`src/rtl/instruction_fetch.sv`:
```
// Instruction fetch: one outstanding memory request feeding a two-entry {pc, instruction} buffer.
// Optional macro FETCH_MISALIGN_TRAP_EN adds a sticky trap on misaligned redirects that halts fetch.
module instruction_fetch #(
    parameter logic [63:0] RESET_PC = 64'h0
) (
    input  logic        clk,
    input  logic        rst,
    output logic        imem_req_valid,
    output logic [63:0] imem_req_addr,
    input  logic        imem_req_ready,
    input  logic        imem_resp_valid,
    input  logic [31:0] imem_resp_data,
    input  logic        redirect_valid,
    input  logic [63:0] redirect_target,
    output logic        if_valid,
    input  logic        if_ready,
    output logic [31:0] if_instruction,
`ifdef FETCH_MISALIGN_TRAP_EN
    output logic        fetch_misaligned,
    output logic [63:0] fetch_misaligned_pc,
`endif
    output logic [63:0] if_pc
);
    typedef enum logic [1:0] {S_REQ = 2'd0, S_WAIT = 2'd1, S_KILL = 2'd2} state_t;

    state_t      state_q, state_d;
    logic [63:0] fetch_pc_q, fetch_pc_d;
    logic [63:0] pending_pc_q, pending_pc_d;
    logic [1:0]  cnt_q, cnt_d;
    logic [63:0] buf_pc_q  [2];
    logic [63:0] buf_pc_d  [2];
    logic [31:0] buf_ins_q [2];
    logic [31:0] buf_ins_d [2];
    logic        req_block;
    logic        accept;
    logic        push;
    logic        pop;
    logic [1:0]  cnt_popped;

`ifdef FETCH_MISALIGN_TRAP_EN
    logic        mis_q, mis_d;
    logic [63:0] mis_pc_q, mis_pc_d;
    assign req_block           = mis_q;
    assign fetch_misaligned    = mis_q;
    assign fetch_misaligned_pc = mis_pc_q;
`else
    assign req_block = 1'b0;
`endif

    // Requests are gated on the registered count only, so a same-cycle pop never unlocks a request.
    assign imem_req_valid = (state_q == S_REQ) && (cnt_q < 2'd2) && !redirect_valid && !rst && !req_block;
    assign imem_req_addr  = fetch_pc_q;
    assign if_valid       = (cnt_q != 2'd0);
    assign if_pc          = if_valid ? buf_pc_q[0] : 64'd0;
    assign if_instruction = if_valid ? buf_ins_q[0] : 32'd0;

    assign accept     = imem_req_valid && imem_req_ready;
    assign push       = (state_q == S_WAIT) && imem_resp_valid && !redirect_valid;
    assign pop        = if_valid && if_ready;
    assign cnt_popped = cnt_q - {1'b0, pop};

    always_comb begin
        state_d      = state_q;
        fetch_pc_d   = fetch_pc_q;
        pending_pc_d = pending_pc_q;
        cnt_d        = cnt_popped + {1'b0, push};
        buf_pc_d     = buf_pc_q;
        buf_ins_d    = buf_ins_q;
`ifdef FETCH_MISALIGN_TRAP_EN
        mis_d        = mis_q;
        mis_pc_d     = mis_pc_q;
`endif
        case (state_q)
            S_REQ: begin
                if (accept) begin
                    pending_pc_d = fetch_pc_q;
                    fetch_pc_d   = fetch_pc_q + 64'd4;
                    state_d      = S_WAIT;
                end
            end
            S_WAIT: begin
                if (imem_resp_valid) begin
                    state_d = S_REQ;
                end else if (redirect_valid) begin
                    state_d = S_KILL;
                end
            end
            S_KILL: begin
                if (imem_resp_valid) begin
                    state_d = S_REQ;
                end
            end
            default: state_d = S_REQ;
        endcase

        if (pop) begin
            buf_pc_d[0]  = buf_pc_q[1];
            buf_ins_d[0] = buf_ins_q[1];
        end
        if (push) begin
            buf_pc_d[cnt_popped[0]]  = pending_pc_q;
            buf_ins_d[cnt_popped[0]] = imem_resp_data;
        end

        // A redirect wins over any same-cycle push or pop and empties the buffer.
        if (redirect_valid) begin
            cnt_d      = 2'd0;
            fetch_pc_d = {redirect_target[63:2], 2'b00};
`ifdef FETCH_MISALIGN_TRAP_EN
            mis_d = (redirect_target[1:0] != 2'b00);
            if (redirect_target[1:0] != 2'b00) begin
                mis_pc_d = redirect_target;
            end
`endif
        end
    end

    always_ff @(posedge clk) begin
        if (rst) begin
            state_q      <= S_REQ;
            fetch_pc_q   <= RESET_PC;
            pending_pc_q <= 64'd0;
            cnt_q        <= 2'd0;
`ifdef FETCH_MISALIGN_TRAP_EN
            mis_q        <= 1'b0;
            mis_pc_q     <= 64'd0;
`endif
        end else begin
            state_q      <= state_d;
            fetch_pc_q   <= fetch_pc_d;
            pending_pc_q <= pending_pc_d;
            cnt_q        <= cnt_d;
`ifdef FETCH_MISALIGN_TRAP_EN
            mis_q        <= mis_d;
            mis_pc_q     <= mis_pc_d;
`endif
        end
    end

    // Buffer payload needs no reset: outputs are masked to zero while the count is zero.
    always_ff @(posedge clk) begin
        buf_pc_q  <= buf_pc_d;
        buf_ins_q <= buf_ins_d;
    end
endmodule
```
`config.mk`:
```
export PLATFORM = sky130hd
export DESIGN_NAME = instruction_fetch
export DESIGN_NICKNAME = d
export VERILOG_FILES = /design/src/rtl/instruction_fetch.sv
export SDC_FILE = /design/constraint.sdc
export NUM_CORES = 1
export LEC_CHECK = 0
export ABC_AREA = 1
export BUFFER_PORTS_ARGS = -buffer_cell sky130_fd_sc_hd__clkbuf_2
export CAP_MARGIN = 20
export CORE_ASPECT_RATIO = 0.75
export CORE_UTILIZATION = 45
export DETAILED_ROUTE_END_ITERATION = 6
export PLACE_DENSITY_LB_ADDON = 0.25
export SYNTH_ARGS = -nofsm -noshare
export SYNTH_HDL_FRONTEND = slang
export SYNTH_SLANG_ARGS = --single-unit
```
`constraint.sdc`:
```
create_clock -name clk -period 8.7 [get_ports clk]
set_input_delay 1.305 -clock clk [delete_from_list [all_inputs] [get_ports clk]]
set_output_delay 1.305 -clock clk [all_outputs]
set_load 0.05 [all_outputs]
```
; Yosys cells after proc, flatten, opt, wreduce, memory -nomap -nowiden
; Index checks and enable logic that the tools add are counted.
[word_totals]
ff_bits = 324
[op_classes]
addsub = 3
n_lt_le_gt_ge = 3
eq_ne = 5
n_mux = 20
bitwise = 1
reduce_logical = 18
[op_table]
columns = op, n
row1 = 2-to-1 mux 64 bit, 7
row2 = bitwise mux 128 bit, 1
row3 = 2-to-1 mux 128 bit, 1
row4 = 2-to-1 mux 32 bit, 3
row5 = "adder 64 x 3 -> 64 bit, second input constant", 1
row6 = bitwise mux 64 bit, 1
row7 = demux 64 bit (select 1 bit), 1
row8 = demux 32 bit (select 1 bit), 1
row9 = logical AND 1 bit, 8
row10 = 2-to-1 mux 2 bit, 4
row11 = case mux 2 bit (3 select lines), 1
row12 = nonzero test 2 bit, 3
row13 = "inequality test 2 bit, second input constant", 2
row14 = AND reduction 2 bit, 2
row15 = "inequality test 3 bit, second input constant", 1
row16 = AND reduction 3 bit, 1
row17 = adder 2 x 1 -> 2 bit, 1
row18 = "equality test 2 x 1 -> 1 bit, second input constant", 1
row19 = "equality test 2 bit, second input constant", 1
row20 = "greater-or-equal comparator 2 bit, second input constant", 1
row21 = logical NOT 1 bit, 2
row22 = logical NOT 2 bit, 1
row23 = "less-than comparator 2 x 1 -> 1 bit, second input constant", 1
row24 = "less-than comparator 2 bit, second input constant", 1
row25 = 3 further kinds, 3

; Logic depth before layout (Yosys ltp)
[depth]
word_depth = 10
depth_mapped = 13

; Least setup slack after synthesis
; OpenSTA, ideal clock, no wires.
[synth_path]
path_type = input-to-reg
from = in if_ready
to = reg cnt_q[1]
t_arrival_ns = 4.829
setup_slack_ns = 3.747
stages = 9
path_cell_list = nand2_2 > inv_2 > buf_4 > buf_2 > ha_1 > inv_1 > ha_1 > or2_2 > a21oi_1
[synth_via]
elab_chain_len = 3
[synth_rtl]
columns = element, line
row1 = "start, declared", 16  ; input logic if_ready,
row2 = logical AND 1 bit, 59  ; assign pop = if_valid && if_ready;
row3 = subtractor 2 x 1 -> 2 bit, 60  ; assign cnt_popped = cnt_q - {1'b0, pop};
row4 = adder 2 x 1 -> 2 bit, 66  ; cnt_d = cnt_popped + {1'b0, push};
row5 = "end signal, assigned", 132  ; cnt_q <= cnt_d;
row6 = "end, declared", 29  ; logic [1:0] cnt_q, cnt_d;
; Every way passes these cells.
; A chain may end at the register's enable or synchronous reset.

; Final worst setup path
[layout_path]
from = reg cnt_q[1]
to = out if_pc[6]
[layout_via]
elab_chain_len = 2
[layout_rtl]
columns = element, line
row1 = nonzero test 2 bit, 53  ; assign if_valid = (cnt_q != 2'd0);
row2 = 2-to-1 mux 64 bit, 54  ; assign if_pc = if_valid ? buf_pc_q[0] : 64'd0;
row3 = "end, declared", 22  ; output logic [63:0] if_pc
; Every way passes these cells.

==> flow_summary.yaml <==
timing:
  setup_viol_count_final: 0
  rsz0062_at_grt: "false"
  period_needed_ns: 4.03
  fmax_ghz: 0.248
  relSlewSlack_pct: 31.3
  fin_tns_setup_ns: 0
  final.setup_skew_ns: 0.0132
  tightest_slew_ns: 1.03
  hold_violations: 0
  drv_slew: 0
  post-route-period-util_pct: 46.3
global_route:
  grt_overflow: 0
  grt_first_pass_wirelength_um: 70000
  grt_max_degree: 95
  antenna_found_initial: 0
  grt_pass1_vias: 12400
  grtUsageTotal_pct: 26.8
drt:
  dr.pass1.iters: 5
  avgViaCountPerCell: 5.14
  totalWireLength_um: 45600
  wire_per_inst_um: 17.2
  drtIter0Drc: 1062
  ant_nets: 0
  vias: 13600
  drc: 0
logic_synthesis:
  ys_async_sr_fraction_pct: 0
  synth_area_per_cell_um2: 7.51
  yosysUniqueCellTypes: 39
  yosys_most_used_dff: "dfxtp_1"
  ys_seq_area_share_pct: 49.9
  yosys_warnings: 0
  syn_area_um2: 14800
  yosys_register_bits: 320
  synth_top_area_share_pct: 30.3
  synth_largest_area_cell: "dfxtp_1"
  ys_top_cells_by_area: "dfxtp_1 30%, edfxtp_1 20%, nor2_1 9.3%, nand2_1 9.0%, o21ai_0 7.1%"
  syn-instance-count: 1967
  synth_edf_count: 96
worst_hold_path:
  hp-class: "reg -> reg"
  hold_depth: 0
  hold_path_startpoint: "pending_pc_q[45]$_SDFFE_PP0P_"
setup_path:
  timing.rr.end: "buf_pc_q[71]$_DFF_P_"
  critPathCaptureType: "output port"
  r2r_slack_ns: 5.39
  crit_path_start: "cnt_q[1]$_SDFF_PP0_"
  crit_slowest_cell: "buf_4"
  cp-start-kind: "flop"
  critical_path_class: "reg -> out"
  slowest_delay_ns: 0.73
  reg2reg_depth: 9
  crit_fanout: 77
  cp.arrival_ns: 2.73
  path_cells: "nor2_4 > buf_4 > nor2_1 > clkbuf_2"
  cp.required_ns: 7.39
  r2r-start: "cnt_q[1]$_SDFF_PP0_"
clocking:
  cts_tree: "done"
  cts_buffers: 34
  clk_pin_slew_ns: 0.06
  cts.sinks: 320
  insertion_delay_ns: 0.53
  cts_resized: 0
  cts_hold_buffers: 0
  cts_htree_levels: 2
  cts_setup_buffers: 0
  clk_path_buf_depth: 3
  root_buffer: "clkbuf_16"
place:
  gp_congestion: 0.912
  dp_hpwl_um: 31300
  io_buffers: 259
layout:
  seqCellArea_um2: 7370
  final_core_util_pct: 53.9
  fin_nets: 2282
  multi_input_area_um2: 5910
  drive_gt1_share_pct: 17.6
  area.growth.synth_to_final_pct: 18.2
  nFillCells: 3158
  n_antenna_cell: 0
floorplanning:
  boundaryPins: 264
  dieWidth_um: 211
  start_util_pct: 45.6
  dieArea_um2: 33600
  core_um2: 32400
  core.rowCount: 57
  die_y_um: 159
pwr:
  powerDensity_nw_per_um2: 214
  vdd_drop_max_mv: 0.112
  seqPwrFrac_pct: 48.3
  power.switching_mw: 0.997
  power.internal_mw: 2.74
  clockPowerShare_pct: 40.1
  switching_share_pct: 26.7
  cellLeakagePower_nw: 7.17
  power_frac_comb_pct: 11.6
run_status:
  status: "finished clean"
job:
  drv_cap: 0
[stage by stage]
stage	cells	total power [mW]	hold WS (ns)	worst slack, ns	area, um^2
floorplan	1968	2.12	0.408	3.75	14800
global placement	2581	2.25	0.408	4.66	16300
detailed placement	2581	2.26	0.414	4.63	16300
CTS	2643	3.76	0.424	4.64	17400
global route	2645	3.89	0.426	4.57	17500
finish	2645	3.74	0.426	4.67	17500
[power groups by stage]
stage          Combinational, mW  Clock [mW]  Sequential [mW]
2_1_floorplan              0.258           0             1.86
3_3_place_gp               0.419           0             1.83
3_5_place_dp               0.427           0             1.84
4_1_cts                    0.432        1.53             1.80
5_1_grt                    0.487        1.58             1.83
6_report                   0.434        1.50             1.81
[routing by layer]
layer	GRT usage (%)	share of wire, %	vias to the layer above	routed length [um]
met5	0	0	-	0
li1	-	-	6698	-
met4	7.41	2.1	0	978
met1	40.9	49	6361	22200
met3	5.32	7.8	61	3560
met2	37.9	41	484	18900
[layout make-up]
cell class / instances / area share (%)
Sequential cell: 320 / 42.2
Multi-Input combinational cell: 1267 / 33.8
Timing Repair Buffer: 271 / 8.12
Inverter: 283 / 6.08
Clock buffer: 51 / 5.76
Tap cell: 442 / 3.17
Clock inverter: 11 / 0.845
[critical path: cells and delay by family, from the launching register on]
kind	cells	cell delay [ns]
and+or+nand+nor	2	0.71
buffers and inverters	2	1.03
DFF	1	0.35
[logic make-up (layout without fill, tap and decap cells)]
family          count (synthesis)  after routing  share of synthesized area (%)
buf+inv                       381            616                           10.4
simple gates                  860            860                           24.4
fa+ha+maj                       3              3                          0.254
compound gates                379            379                           13.7
xor+xnor                       23             23                           1.36
flops                         320            320                           49.9
other cells                     1              2                         0.0254
[Yosys cell counts, types with 35 or more instances]
| master | number |
|---|---|
| nand3_1 | 56 |
| o22ai_1 | 39 |
| nand2_1 | 355 |
| dfxtp_1 | 224 |
| clkbuf_1 | 36 |
| o21ai_0 | 210 |
| edfxtp_1 | 96 |
| o21ai_1 | 35 |
| a21oi_1 | 55 |
| nor2_1 | 366 |
| buf_2 | 37 |
| inv_1 | 273 |
[cell usage in the layout, fill, tap and decap left out, types with 9 or more instances in the layout]
master and count:
nor2_1 366, nand2_1 354, inv_1 273, clkbuf_2 259
dfxtp_1 224, o21ai_0 210, edfxtp_1 96, nand3_1 56
a21oi_1 55, o22ai_1 39, o21ai_1 35, clkbuf_16 35
a211oi_1 23, xor2_1 19, nor2_2 18, nand4_1 16
nand2_2 14, a31oi_1 14, nor2_4 13, buf_4 10
inv_2 9, clkbuf_1 9
[how the worst max path moves through the flow]
| stage | cells past startpoint | slack, ns | to |
|---|---|---|---|
| floorplan | 9 | 3.75 | cnt_q[1]$_SDFF_PP0_ |
| detailed placement | 12 | 4.63 | imem_req_addr[41]$_SDFFE_PP0P_ |
| global placement | 12 | 4.66 | imem_req_addr[41]$_SDFFE_PP0P_ |
| CTS | 4 | 4.64 | if_pc[6] |
| global route | 4 | 4.57 | if_pc[6] |
| finish | 4 | 4.67 | if_pc[6] |
Note: power is estimated with default switching activity, not from simulation.
